`config.mk`:
```
export PLATFORM = sky130hd
export DESIGN_NAME = mod_ctrl_reg_loader
export DESIGN_NICKNAME = d
export VERILOG_FILES = /design/src/rtl/mod_ctrl_reg_loader.sv
export SDC_FILE = /design/constraint.sdc
export NUM_CORES = 1
export LEC_CHECK = 0
export BUFFER_PORTS_ARGS = -buffer_cell sky130_fd_sc_hd__buf_4
export CAP_MARGIN = 20
export CORE_AREA = 2 2 121 123
export CTS_BUF_LIST = sky130_fd_sc_hd__clkbuf_16
export DETAILED_ROUTE_END_ITERATION = 7
export DIE_AREA = 0 0 123 125
export PLACE_DENSITY = 0.68
export SETUP_SLACK_MARGIN = 0.02
export SYNTH_ARGS = -nofsm -noshare
export SYNTH_HDL_FRONTEND = slang
export SYNTH_SLANG_ARGS = --single-unit
```
`constraint.sdc`:
```
create_clock -name clk -period 4.22 [get_ports clk]
set_input_delay 0.211 -clock clk [delete_from_list [all_inputs] [get_ports clk]]
set_output_delay 0.211 -clock clk [all_outputs]
set_load 0.01 [all_outputs]
```
`src/rtl/mod_ctrl_reg_loader.sv`:
```
// Control-register loader: writes a captured command descriptor to seven
// consecutive bus registers, reads them back, then launches and supervises one operation.
module mod_ctrl_reg_loader #(
    parameter logic [15:0] BASE_ADDR = 16'h8000,
    parameter logic [15:0] TIMEOUT   = 16'd1000
) (
    input  logic        clk,
    input  logic        rst,
    // Command channel: a descriptor transfers on a rising clk edge where
    // cmdValid and cmdReady are both 1; cmdReady depends only on the FSM state.
    input  logic        cmdValid,
    output logic        cmdReady,
    input  logic [15:0] cmdOffset,
    input  logic [15:0] cmdDest,
    input  logic [15:0] cmdNumOps,
    input  logic [15:0] cmdIndexOffset,
    input  logic [15:0] cmdWeightOffset,
    input  logic [3:0]  cmdCacheCom,
    input  logic [6:0]  cmdControl,
    output logic        busWE,
    output logic [15:0] busAddr,
    output logic [15:0] busWData,
    input  logic [15:0] busRData,
    input  logic        critical,
    output logic        beginOp,
    input  logic        readyForNextOp,
    output logic        done,
    output logic        cfgErr,
    output logic        timeoutErr,
    output logic [2:0]  dbgState
);

    localparam logic [2:0] IDLE      = 3'd0;
    localparam logic [2:0] WRITE     = 3'd1;
    localparam logic [2:0] VERIFY    = 3'd2;
    localparam logic [2:0] ARM       = 3'd3;
    localparam logic [2:0] START     = 3'd4;
    localparam logic [2:0] WAIT_BUSY = 3'd5;
    localparam logic [2:0] WAIT_DONE = 3'd6;
    localparam logic [2:0] FIN       = 3'd7;

    localparam logic [2:0] LAST_IDX = 3'd6;

    logic [2:0]  state;
    logic [2:0]  idx;
    logic [15:0] cnt;
    logic        err;
    logic        tmo;

    logic [15:0] rOffset;
    logic [15:0] rDest;
    logic [15:0] rNumOps;
    logic [3:0]  rCacheCom;
    logic [6:0]  rControl;
    logic [15:0] rIndexOffset;
    logic [15:0] rWeightOffset;

    logic [15:0] fieldVal;
    logic [15:0] rdMasked;
    logic        mismatch;

    // Register order on the bus; narrow fields are zero-extended.
    always_comb begin
        fieldVal = 16'h0000;
        case (idx)
            3'd0:    fieldVal = rOffset;
            3'd1:    fieldVal = rDest;
            3'd2:    fieldVal = rNumOps;
            3'd3:    fieldVal = {12'h000, rCacheCom};
            3'd4:    fieldVal = {9'h000, rControl};
            3'd5:    fieldVal = rIndexOffset;
            3'd6:    fieldVal = rWeightOffset;
            default: fieldVal = 16'h0000;
        endcase
    end

    // Narrow registers may return junk in unimplemented upper bits.
    always_comb begin
        rdMasked = busRData;
        case (idx)
            3'd3:    rdMasked = busRData & 16'h000F;
            3'd4:    rdMasked = busRData & 16'h007F;
            default: rdMasked = busRData;
        endcase
    end

    assign mismatch = (rdMasked != fieldVal);

    always_comb begin
        cmdReady   = (state == IDLE);
        busWE      = (state == WRITE) && !critical;
        busAddr    = BASE_ADDR;
        busWData   = 16'h0000;
        if (state == WRITE) begin
            busAddr  = BASE_ADDR + {13'h0000, idx};
            busWData = fieldVal;
        end else if (state == VERIFY) begin
            busAddr  = BASE_ADDR + {13'h0000, idx};
        end
        beginOp    = (state == START);
        done       = (state == FIN);
        cfgErr     = (state == FIN) && err;
        timeoutErr = (state == FIN) && tmo;
        dbgState   = state;
    end

    always_ff @(posedge clk or posedge rst) begin
        if (rst) begin
            state         <= IDLE;
            idx           <= 3'd0;
            cnt           <= 16'h0000;
            err           <= 1'b0;
            tmo           <= 1'b0;
            rOffset       <= 16'h0000;
            rDest         <= 16'h0000;
            rNumOps       <= 16'h0000;
            rCacheCom     <= 4'h0;
            rControl      <= 7'h00;
            rIndexOffset  <= 16'h0000;
            rWeightOffset <= 16'h0000;
        end else begin
            case (state)
                IDLE: begin
                    if (cmdValid) begin
                        rOffset       <= cmdOffset;
                        rDest         <= cmdDest;
                        rNumOps       <= cmdNumOps;
                        rCacheCom     <= cmdCacheCom;
                        rControl      <= cmdControl;
                        rIndexOffset  <= cmdIndexOffset;
                        rWeightOffset <= cmdWeightOffset;
                        idx           <= 3'd0;
                        state         <= WRITE;
                    end
                end
                WRITE: begin
                    // A busy target drops the write; hold the index and retry.
                    if (!critical) begin
                        if (idx == LAST_IDX) begin
                            idx   <= 3'd0;
                            state <= VERIFY;
                        end else begin
                            idx <= idx + 3'd1;
                        end
                    end
                end
                VERIFY: begin
                    if (mismatch) err <= 1'b1;
                    if (idx == LAST_IDX) begin
                        idx   <= 3'd0;
                        state <= (err || mismatch) ? FIN : ARM;
                    end else begin
                        idx <= idx + 3'd1;
                    end
                end
                ARM: begin
                    if (readyForNextOp) state <= START;
                end
                START: begin
                    cnt   <= 16'h0000;
                    state <= WAIT_BUSY;
                end
                WAIT_BUSY: begin
                    // Target that never drops ready within two cycles finished already.
                    if (!readyForNextOp) begin
                        cnt   <= 16'h0000;
                        state <= WAIT_DONE;
                    end else if (cnt == 16'd1) begin
                        cnt   <= 16'h0000;
                        state <= FIN;
                    end else begin
                        cnt <= cnt + 16'd1;
                    end
                end
                WAIT_DONE: begin
                    if (readyForNextOp) begin
                        state <= FIN;
                    end else if (cnt == TIMEOUT - 16'd1) begin
                        tmo   <= 1'b1;
                        state <= FIN;
                    end else begin
                        cnt <= cnt + 16'd1;
                    end
                end
                FIN: begin
                    err   <= 1'b0;
                    tmo   <= 1'b0;
                    cnt   <= 16'h0000;
                    state <= IDLE;
                end
                default: state <= IDLE;
            endcase
        end
    end

endmodule

```
==> results by group, run 1 <==
Critical path
  • Worst EP required: 4.50 ns
  • Stages on worst setup path: 9
  • Most frequent CP cell: buf_4
  • CP max stage delay: 0.78 ns
  • Worst EP arrival: about 3.3 ns
  • Slowest stage cell on the critical path: dfrtp_2
  • CP Buf/Inv Count: 2
  • R2r worst-path depth: 9
  • R2r setup slk: 1.25 ns
  • CP Class: register to register
  • Worst-path maximum fanout: 28
  • Critical path startpoint category: register
  • Reg-to-reg endpoint: dbgState[2]
  • CP endpoint kind: register
  • Cell Chain, Critical Path: buf_4 -> nor3b_2 -> buf_4 -> a221oi_2 -> xor2_1 -> nand4_1 -> o2bb2ai_1 -> o31ai_1 -> a311oi_1
  • Cell family with most CP delay: compound AO/OA/AOI/OAI gates
  • Worst r2r src: idx[2]

Yosys
  • EDFF count, synth: 0
  • Synth top area share: 46.2%
  • Post-synth top area cell: dfrtp_1
  • Flops & latches, synth: 115
  • Cell Area, Synth: 0.00623 mm2
  • Netlist cell types: 64
  • Gate count after technology mapping: 550
  • Yosys warnings: 0
  • Top-count cell post-synth: dfrtp_1
  • Post-synthesis sequential area ratio: between 40% and 50%
  • Syn_area_per_cell: around 11 um2
  • Post-synth ARST share: between 90% and 100%
  • Synth top area cells: dfrtp_1 46%, mux2_2 18%, nor2_1 2.6%
  • Top_reg_cell synth: dfrtp_1
  • Post-synth top cells: 115 x dfrtp_1, 101 x mux2_2, 44 x nor2_1

Clock tree
  • CTS clk-pin slew, worst paths: 0.06 ns
  • CTS tree: built
  • Hold-fix buffers, CTS: 0
  • H-tree Lvls: 4
  • Clock Sinks: 115
  • Post-CTS resize count: 0
  • Setup bufs post-CTS: 0
  • Clock Latency Late Sink: 0.42 ns
  • Clock Path Buffers: 2
  • Inserted Clock Buffers: 17
  • Root Driver: clkbuf_16

Global routing
  • Vias in the first global route: 4869
  • GR Overflow Total: 0
  • First-pass GRT wire length: 25.5 mm
  • Overall Global Routing Usage: ~22%
  • Largest net degree at the start of global routing: 86
  • Layer with the highest usage: met2
  • Initial antenna violation count: 0
  • Routing usage on met3: 4.79%
  • Met1 usage: roughly 28%
  • Met2 GRT Util: 35.3%

Timing
  • Hold Fails Final Rpt: 0
  • Setup repair after global routing missed its margin: false
  • Hold_ws: roughly 0.019 ns
  • Tcrit/Tclk final: 70.4%
  • Final Skew: between 0.01 and 0.015 ns
  • Final setup vio count: 0
  • Relative slew slack: between 40% and 50%
  • Final setup margin: 1.25 ns
  • Fmax: 0.337 GHz
  • Worst Tran Pin Value: roughly 0.77 ns
  • Slew Viols, Final: 0
  • Total Neg Setup Slack: 0 ns
  • Final min period: 2.97 ns

Die
  • IO Pins: 153
  • Starting density of the core: 43.9%
  • Die W: roughly 120 um
  • Core ar.: 0.0142 mm2
  • # rows: 44
  • Die ar.: 0.0154 mm2
  • Die Ht: 125 um

Routing
  • Final WL: approximately 16 mm
  • DR vias/cell: 5.42
  • Post-route ant nets: 0
  • Detailed Route Iter0 Violations: 414
  • Vias: between 4000 and 5000
  • DRC Markers: 0
  • DRT Pass-1 Iters: 5
  • Wire per inst: 18.2 um

Place
  • GPL Wtd Cong: 0.894
  • Placed Area: 0.00733 mm2
  • Detail Placement HPWL: 12.0 mm
  • Input/output buffers: 139
  • Pre-CTS WS: 1.27 ns
  • Placed Cells: 847

Hold path
  • Hold/Removal Path Class: primary input to register
  • Hold Path End: rOffset[3]
  • Hold path cells: 2
  • HP Start: cmdOffset[3]

Status
  • Run status: finished clean

Pwr
  • Cell Pwr Density: ~720 mW/mm2
  • Leak: ~3.6 nW
  • Power Total: 5.74 mW
  • Peak supply drop: 0.407 mV

Layout
  • Final Cell Area: 0.00802 mm2
  • Layout cells sized above 1: between 40 and 50%
  • Area growth from synthesis to layout: 28.6%
  • Non-filler cells in the finished layout: 881
  • Post-layout util: 56.5%
  • Fill count: about 1200
  • Nets: 799
  • Antenna Cells: 0

Run
  • Max_cap viols: 0
==> logic make-up (layout without fill, tap and decap cells) <==
family,after synthesis,after routing,synth area share [%]
AOI/OAI and AO/OA,83,83,9.61
xor gates and xnor gates,17,17,2.39
adders and majority gates,3,3,0.602
buffers and inverters,55,191,5.22
DFF,115,115,46.2
muxes,121,121,22.4
other,2,13,0.120
and+or+nand+nor,154,154,13.5
==> final cells by class <==
class	count	area (um2)	area share (%)
clock buffers	17	425	5.30
clock inverters	15	228	2.84
inverters	10	41.3	0.515
multi-input cells	391	3080	38.3
flip-flops and latches	115	2880	35.9
well taps	184	230	2.87
repair buffers	149	1140	14.2
==> layout by cell type, fill, tap and decap left out, types with 4 or more instances in the layout <==
master	Yosys	layout
buf_4	16	147
dfrtp_1	115	114
mux2_2	101	101
nor2_1	44	44
nand2_1	25	25
a21oi_1	24	24
o21ai_0	20	20
clkbuf_16	0	17
nand3_1	15	15
conb_1	2	13
mux2i_1	11	11
xnor2_1	9	9
xor2_1	8	8
nand4_1	7	7
inv_1	8	7
and3_1	7	7
and2_1	8	7
mux2_4	7	7
nor3_1	6	6
nor4b_1	5	5
a221oi_2	5	5
or3b_1	5	5
bufinv_16	0	5
or3_1	4	4
a31oi_1	4	4
nand2b_1	4	4
or3b_2	4	4
a222oi_1	4	4
inv_6	0	4
==> sequential cells by signal, indices dropped and copies added (netlist names) <==
signal	flops
dbgState	3
idx	3
rIndexOffset	16
rCacheCom	4
tmo	1
rOffset	16
cnt	16
err	1
rWeightOffset	16
rControl	7
rNumOps	16
rDest	16
==> routing by layer <==
metal	part of all wire [%]	up-vias
met4	2.9	0
met1	42	2339
li1	-	2242
met5	0	-
met2	50	158
met3	5.0	32
==> how the worst max path moves through the flow <==
stage / end / from / slack, ns
2_1_floorplan: cnt[0] / rst / 0.96
3_3_place_gp: dbgState[2] / idx[2] / 1.39
3_5_place_dp: dbgState[2] / idx[2] / 1.27
4_1_cts: dbgState[2] / idx[2] / 1.26
5_1_grt: dbgState[2] / idx[2] / 1.03
6_report: dbgState[2] / idx[2] / 1.25
==> power breakdown <==
group          switching [mW]  total, mW  internal (mW)
Combinational            1.05       2.21           1.16
Sequential              0.366       1.95           1.59
Clock                   0.531       1.58           1.05
(Power assumes the default switching activity.)
==> inputs of run 2 (changes only) <==
- clock period: 4.22 -> 2.8 ns (I/O delays scaled with it)
==> results by group, run 2 (same netlist as run 1, synthesis figures left out) <==
Place
  • Pre-CTS WS: 0.150 ns (-1.12 ns)
  • Input/output buffers: 139 (unchanged)
  • Detail Placement HPWL: 12.0 mm (about the same)
  • GPL Wtd Cong: 0.921 (+2.9%)
  • Placed Area: 0.00746 mm2 (+1.8%)
  • Placed Cells: 858 (+1.3%)

Timing
  • Fmax: 0.381 GHz (+13%)
  • Hold Fails Final Rpt: 0 (unchanged)
  • Worst Tran Pin Value: 0.663 ns (-0.109 ns)
  • Final setup vio count: 0 (unchanged)
  • Setup repair after global routing missed its margin: false
  • Final Skew: 0.0139 ns (+0.000513 ns)
  • Final setup margin: 0.177 ns (-1.07 ns)
  • Slew Viols, Final: 0 (unchanged)
  • Tcrit/Tclk final: 93.7% (+23 points)
  • Total Neg Setup Slack: 0 ns (unchanged)
  • Relative slew slack: 55.7% (+7.9 points)
  • Hold_ws: 0.0906 ns (+0.0719 ns)
  • Final min period: 2.62 ns (-0.346 ns)

Routing
  • Wire per inst: 17.8 um (-2.2%)
  • Detailed Route Iter0 Violations: 492 (+19%)
  • Final WL: 17.6 mm (+9.5%)
  • Vias: 5244 (+9.9%)
  • DRT Pass-1 Iters: 4 (-1)
  • DRC Markers: 0 (unchanged)
  • DR vias/cell: 5.32 (-1.8%)
  • Post-route ant nets: 0 (unchanged)

Global routing
  • First-pass GRT wire length: 28.1 mm (+10%)
  • Overall Global Routing Usage: 24.0% (+2.2 points)
  • GR Overflow Total: 0 (unchanged)
  • Initial antenna violation count: 2 (+2)
  • Vias in the first global route: 5374 (+10%)
  • Largest net degree at the start of global routing: 116 (+35%)

Die
  • Die W: 123 um (unchanged)
  • # rows: 44 (unchanged)
  • Die Ht: 125 um (unchanged)
  • Starting density of the core: 43.9% (unchanged)
  • IO Pins: 153 (unchanged)
  • Die ar.: 0.0154 mm2 (unchanged)
  • Core ar.: 0.0142 mm2 (unchanged)

Clock tree
  • H-tree Lvls: 4 (unchanged)
  • Clock Sinks: 115 (unchanged)
  • Inserted Clock Buffers: 17 (unchanged)
  • CTS tree: built
  • CTS clk-pin slew, worst paths: 0.05 ns (about the same)
  • Clock Path Buffers: 2 (unchanged)
  • Clock Latency Late Sink: 0.42 ns (about the same)
  • Root Driver: clkbuf_16

Critical path
  • Worst EP required: 3.08 ns (-1.42 ns)
  • Worst EP arrival: 2.90 ns (-0.35 ns)
  • CP max stage delay: 0.52 ns (-0.26 ns)
  • CP Class: register to register
  • Cell Chain, Critical Path: nand2b_1 -> mux4_2 -> mux2i_1 -> a311o_1 -> nor4_1 -> nand4_1 -> o31ai_1 -> a311oi_1
  • Critical path startpoint category: register
  • CP endpoint kind: register
  • Slowest stage cell on the critical path: mux4_2
  • Worst-path maximum fanout: 12 (-57%)

Pwr
  • Power Total: 8.65 mW (+51%)
  • Peak supply drop: 0.562 mV (+38%)
  • Leak: 3.97 nW (+12%)
  • Cell Pwr Density: 962 mW/mm2 (+34%)

Status
  • Run status: finished clean

Layout
  • Most common cell after layout, fill and taps aside: buf_4
  • Non-filler cells in the finished layout: 986 (+12%)
  • Nets: 902 (+13%)
  • Area growth from synthesis to layout: 44.2%
  • Layout cells sized above 1: 40.4% (-4.2 points)
  • Most frequent cells in the layout: 156 x buf_4, 113 x dfrtp_1, 101 x mux2_2
  • Post-layout util: 63.3% (+6.8 points)
  • Final Cell Area: 0.00899 mm2 (+12%)

Hold path
  • Hold/Removal Path Class: primary input to register

Run
  • Max_cap viols: 0 (unchanged)
run 2: changes by cell type in the layout (fill, tap and decap cells not counted), moves of 2 or more:
| cell | change |
|---|---|
| dlygate4sd3_1 | +91 |
| buf_4 | +9 |
| buf_12 | +4 |
| diode_2 | +2 |
| clkinvlp_4 | +2 |
| bufinv_16 | -3 |
run 2: power by group:
part	internal (mW)	switching (mW)	total, mW
registers	2.39	0.546	2.94
logic	1.92	1.66	3.58
clock network	1.31	0.812	2.13
total	5.63	3.02	8.65
run 2: worst paths after layout:
| kind | startpoint | end | slack, ns | depth (start not counted) |
|---|---|---|---|---|
| worst max-delay path | idx[1] | dbgState[2] | 0.18 | 8 |
| max in group asynchronous | rst | idx[1] | 1.87 | 4 |
| min in group asynchronous | rst | rIndexOffset[0] | 0.46 | 4 |
| worst min register to register | tmo | tmo | 0.50 | 2 |
| worst max register to register | idx[1] | dbgState[2] | 0.18 | 8 |
| worst min-delay path | readyForNextOp | dbgState[2] | 0.09 | 3 |
run 2: per-layer routing:
layer	vias to the layer above	GRT usage [%]	share of wire (%)	routed length [um]
met1	2577	30.4	42	7380
met4	0	11.3	3.4	593
li1	2453	-	-	-
met3	37	5.98	4.8	847
met5	-	0	0	0
met2	177	38.3	50	8770
run 2: final cells by class:
class | instances | area, um2
antenna | 2 | 5.00
timing repair buffer | 252 | 2170
clock inverter | 15 | 156
inverter | 10 | 42.5
tap | 184 | 230
fill | 1098 | 5220
multi-input combinational | 391 | 3080
sequential | 115 | 2880
clock buffer | 17 | 425
run 2: worst max-delay path, delay by kind of cell, from the launching register on:
| family | cells | cell delay [ns] |
|---|---|---|
| AO/OA/AOI/OAI | 3 | 0.72 |
| flip-flops | 1 | 0.48 |
| multiplexers | 2 | 0.67 |
| AND/OR/NAND/NOR | 3 | 0.60 |
run 2: repair_timing:
action,CTS,global route
gates resized for setup,0,1
hold buffers,92,0
setup endpoints to repair,0,1
buffers inserted,0,2
hold endpoints to repair,206,0
==> inputs of run 3 (changes only) <==
- PLACE_DENSITY: 0.68 -> 0.74
- clock period: 2.8 -> 3.1 ns (I/O delays scaled with it)
==> results by group, run 3 (same netlist as run 1, synthesis figures left out) <==
Routing
  • Vias: 5335 (+1.7%)
  • Wire per inst: 18.6 um (+4.5%)
  • DR vias/cell: 5.48 (+3.0%)
  • DRC Markers: 0 (unchanged)
  • Detailed Route Iter0 Violations: 456 (-7.3%)
  • DRT Pass-1 Iters: 5 (+1)
  • Final WL: 18.2 mm (+3.3%)
  • Post-route ant nets: 0 (unchanged)

Timing
  • Relative slew slack: 50.1% (-5.6 points)
  • Tcrit/Tclk final: 91.4% (-2.2 points)
  • Final min period: 2.83 ns (+0.212 ns)
  • Final setup vio count: 0 (unchanged)
  • Worst Tran Pin Value: 0.737 ns (+0.0746 ns)
  • Total Neg Setup Slack: 0 ns (unchanged)
  • Final Skew: 0.0153 ns (+0.00136 ns)
  • Slew Viols, Final: 0 (unchanged)
  • Hold Fails Final Rpt: 0 (unchanged)
  • Setup repair after global routing missed its margin: false
  • Fmax: 0.353 GHz (-7.5%)

Die
  • Core ar.: 0.0142 mm2 (unchanged)
  • # rows: 44 (unchanged)
  • Die Ht: 125 um (unchanged)
  • Die W: 123 um (unchanged)
  • Starting density of the core: 43.9% (unchanged)
  • Die ar.: 0.0154 mm2 (unchanged)
  • IO Pins: 153 (unchanged)

Critical path
  • Reg-to-reg endpoint: dbgState[2]
  • Worst r2r src: idx[1]
  • Worst Setup EP: dbgState[2]
  • Stages on worst setup path: 10 (+2)
  • Cell Chain, Critical Path: and2_1 -> ha_1 -> inv_1 -> o21ai_0 -> mux2i_1 -> a311o_1 -> nor4_1 -> nand4_1 -> o31ai_1 -> a311oi_1
  • Cell family with most CP delay: compound AO/OA/AOI/OAI gates
  • CP max stage delay: 0.57 ns (+0.05 ns)
  • Critical path startpoint category: register
  • CP endpoint kind: register
  • Worst-path maximum fanout: 12 (unchanged)
  • CP Buf/Inv Count: 1 (+1)
  • Crit path from: idx[1]
  • Worst EP required: 3.39 ns (+0.31 ns)
  • R2r setup slk: 0.27 ns (+0.09 ns)
  • Worst EP arrival: 3.13 ns (+0.23 ns)
  • Slowest stage cell on the critical path: dfrtp_1
  • R2r worst-path depth: 10 (+2)
  • CP Class: register to register

Pwr
  • Power Total: 7.87 mW (-8.9%)
  • Sw Pwr: 2.71 mW (-10%)
  • Internal power: 5.17 mW (-8.3%)
  • Cell Pwr Density: 883 mW/mm2 (-8.2%)
  • Peak supply drop: 0.492 mV (-12%)
  • Part of the power in combinational logic: 40.5% (-0.9 points)
  • Clock power share: 26.0% (+1.4 points)
  • Switch share: 34.4% (-0.49 points)
  • Leak: 3.93 nW (-1.1%)
  • Seq pwr share: 33.5% (-0.5 points)

Clock tree
  • Clock Sinks: 115 (unchanged)
  • H-tree Lvls: 4 (unchanged)
  • Clock Path Buffers: 2 (unchanged)
  • Inserted Clock Buffers: 17 (unchanged)
  • Hold-fix buffers, CTS: 92 (unchanged)
  • Clock Latency Late Sink: 0.43 ns (about the same)
  • CTS clk-pin slew, worst paths: 0.06 ns (about the same)
  • CTS tree: built
  • Setup bufs post-CTS: 0 (unchanged)
  • Post-CTS resize count: 0 (unchanged)
  • Root Driver: clkbuf_16

Layout
  • Sequential Area: 0.00288 mm2 (about the same)
  • Area of the multi-input gates: 0.00308 mm2 (unchanged)
  • Most common cell after layout, fill and taps aside: buf_4
  • Post-layout util: 62.8% (-0.50 points)
  • Layout cells sized above 1: 39.4% (-1.0 points)
  • Area growth from synthesis to layout: 43.0%
  • Fill count: 1099 (+0.091%)
  • Most frequent cells in the layout: 148 x buf_4, 114 x dfrtp_1, 101 x mux2_2
  • Antenna Cells: 0 (-2)
  • Nets: 892 (-1.1%)

Hold path
  • Hold/Removal Path Class: primary input to register

Global routing
  • Largest net degree at the start of global routing: 116 (unchanged)
  • Vias in the first global route: 5522 (+2.8%)
  • Initial antenna violation count: 0 (-2)
  • GR Overflow Total: 0 (unchanged)
  • Overall Global Routing Usage: 24.7% (+0.70 points)
  • First-pass GRT wire length: 28.7 mm (+2.0%)

Place
  • Detail Placement HPWL: 11.7 mm (-3.1%)
  • Input/output buffers: 139 (unchanged)
  • GPL Wtd Cong: 0.907 (-1.4%)

Run
  • Max_cap viols: 0 (unchanged)

Status
  • Run status: finished clean
run 3: metrics by stage:
stage | std cells | setup WS, ns | hold slack [ns] | cell area [um2]
after floorplan | 561 | 0.340 | 0.307 | 6280
after global placement | 850 | 0.434 | 0.387 | 7380
after detailed placement | 850 | 0.285 | 0.391 | 7380
after CTS | 974 | 0.265 | 0.0815 | 8920
after global routing | 974 | 0.0598 | 0.0898 | 8920
final | 974 | 0.265 | 0.0867 | 8920
run 3: worst min-delay path by stage:
stage,start,endpoint,slack [ns],depth (start not counted)
floorplan,cmdCacheCom[0],rCacheCom[0],0.31,1
detailed placement,cmdNumOps[12],rNumOps[12],0.39,2
global placement,rst,dbgState[1],0.39,3
finish,readyForNextOp,dbgState[2],0.09,3
global route,readyForNextOp,dbgState[2],0.09,3
CTS,readyForNextOp,dbgState[2],0.08,3
run 3: power groups by stage:
stage	Combinational [mW]	Sequential [mW]	Clock (mW)
2_1_floorplan	2.37	2.43	0
3_3_place_gp	2.95	2.61	0
3_5_place_dp	3.05	2.64	0
4_1_cts	3.16	2.62	2.06
5_1_grt	3.44	2.72	2.15
6_report	3.19	2.64	2.04
run 3: final cells by class:
cell class              count  share of cell area [%]
repair buffers            242                    23.2
clock buffers              17                    4.77
inverters                  10                   0.477
multi-input cells         391                    34.5
well taps                 184                    2.58
clock inverters            15                    2.15
flip-flops and latches    115                    32.3
run 3: worst min-delay path, cell delays in order:
cell,delay (ns)
buf_4,0.14
a21oi_1,0.12
a311oi_1,0.06
run 3: per-layer routing:
layer	vias up	share of wire, %	GRT usage (%)
met4	0	3.7	11.1
met2	212	51	41.1
li1	2429	-	-
met3	45	5.5	6.43
met1	2649	40	29.8
met5	-	0	0
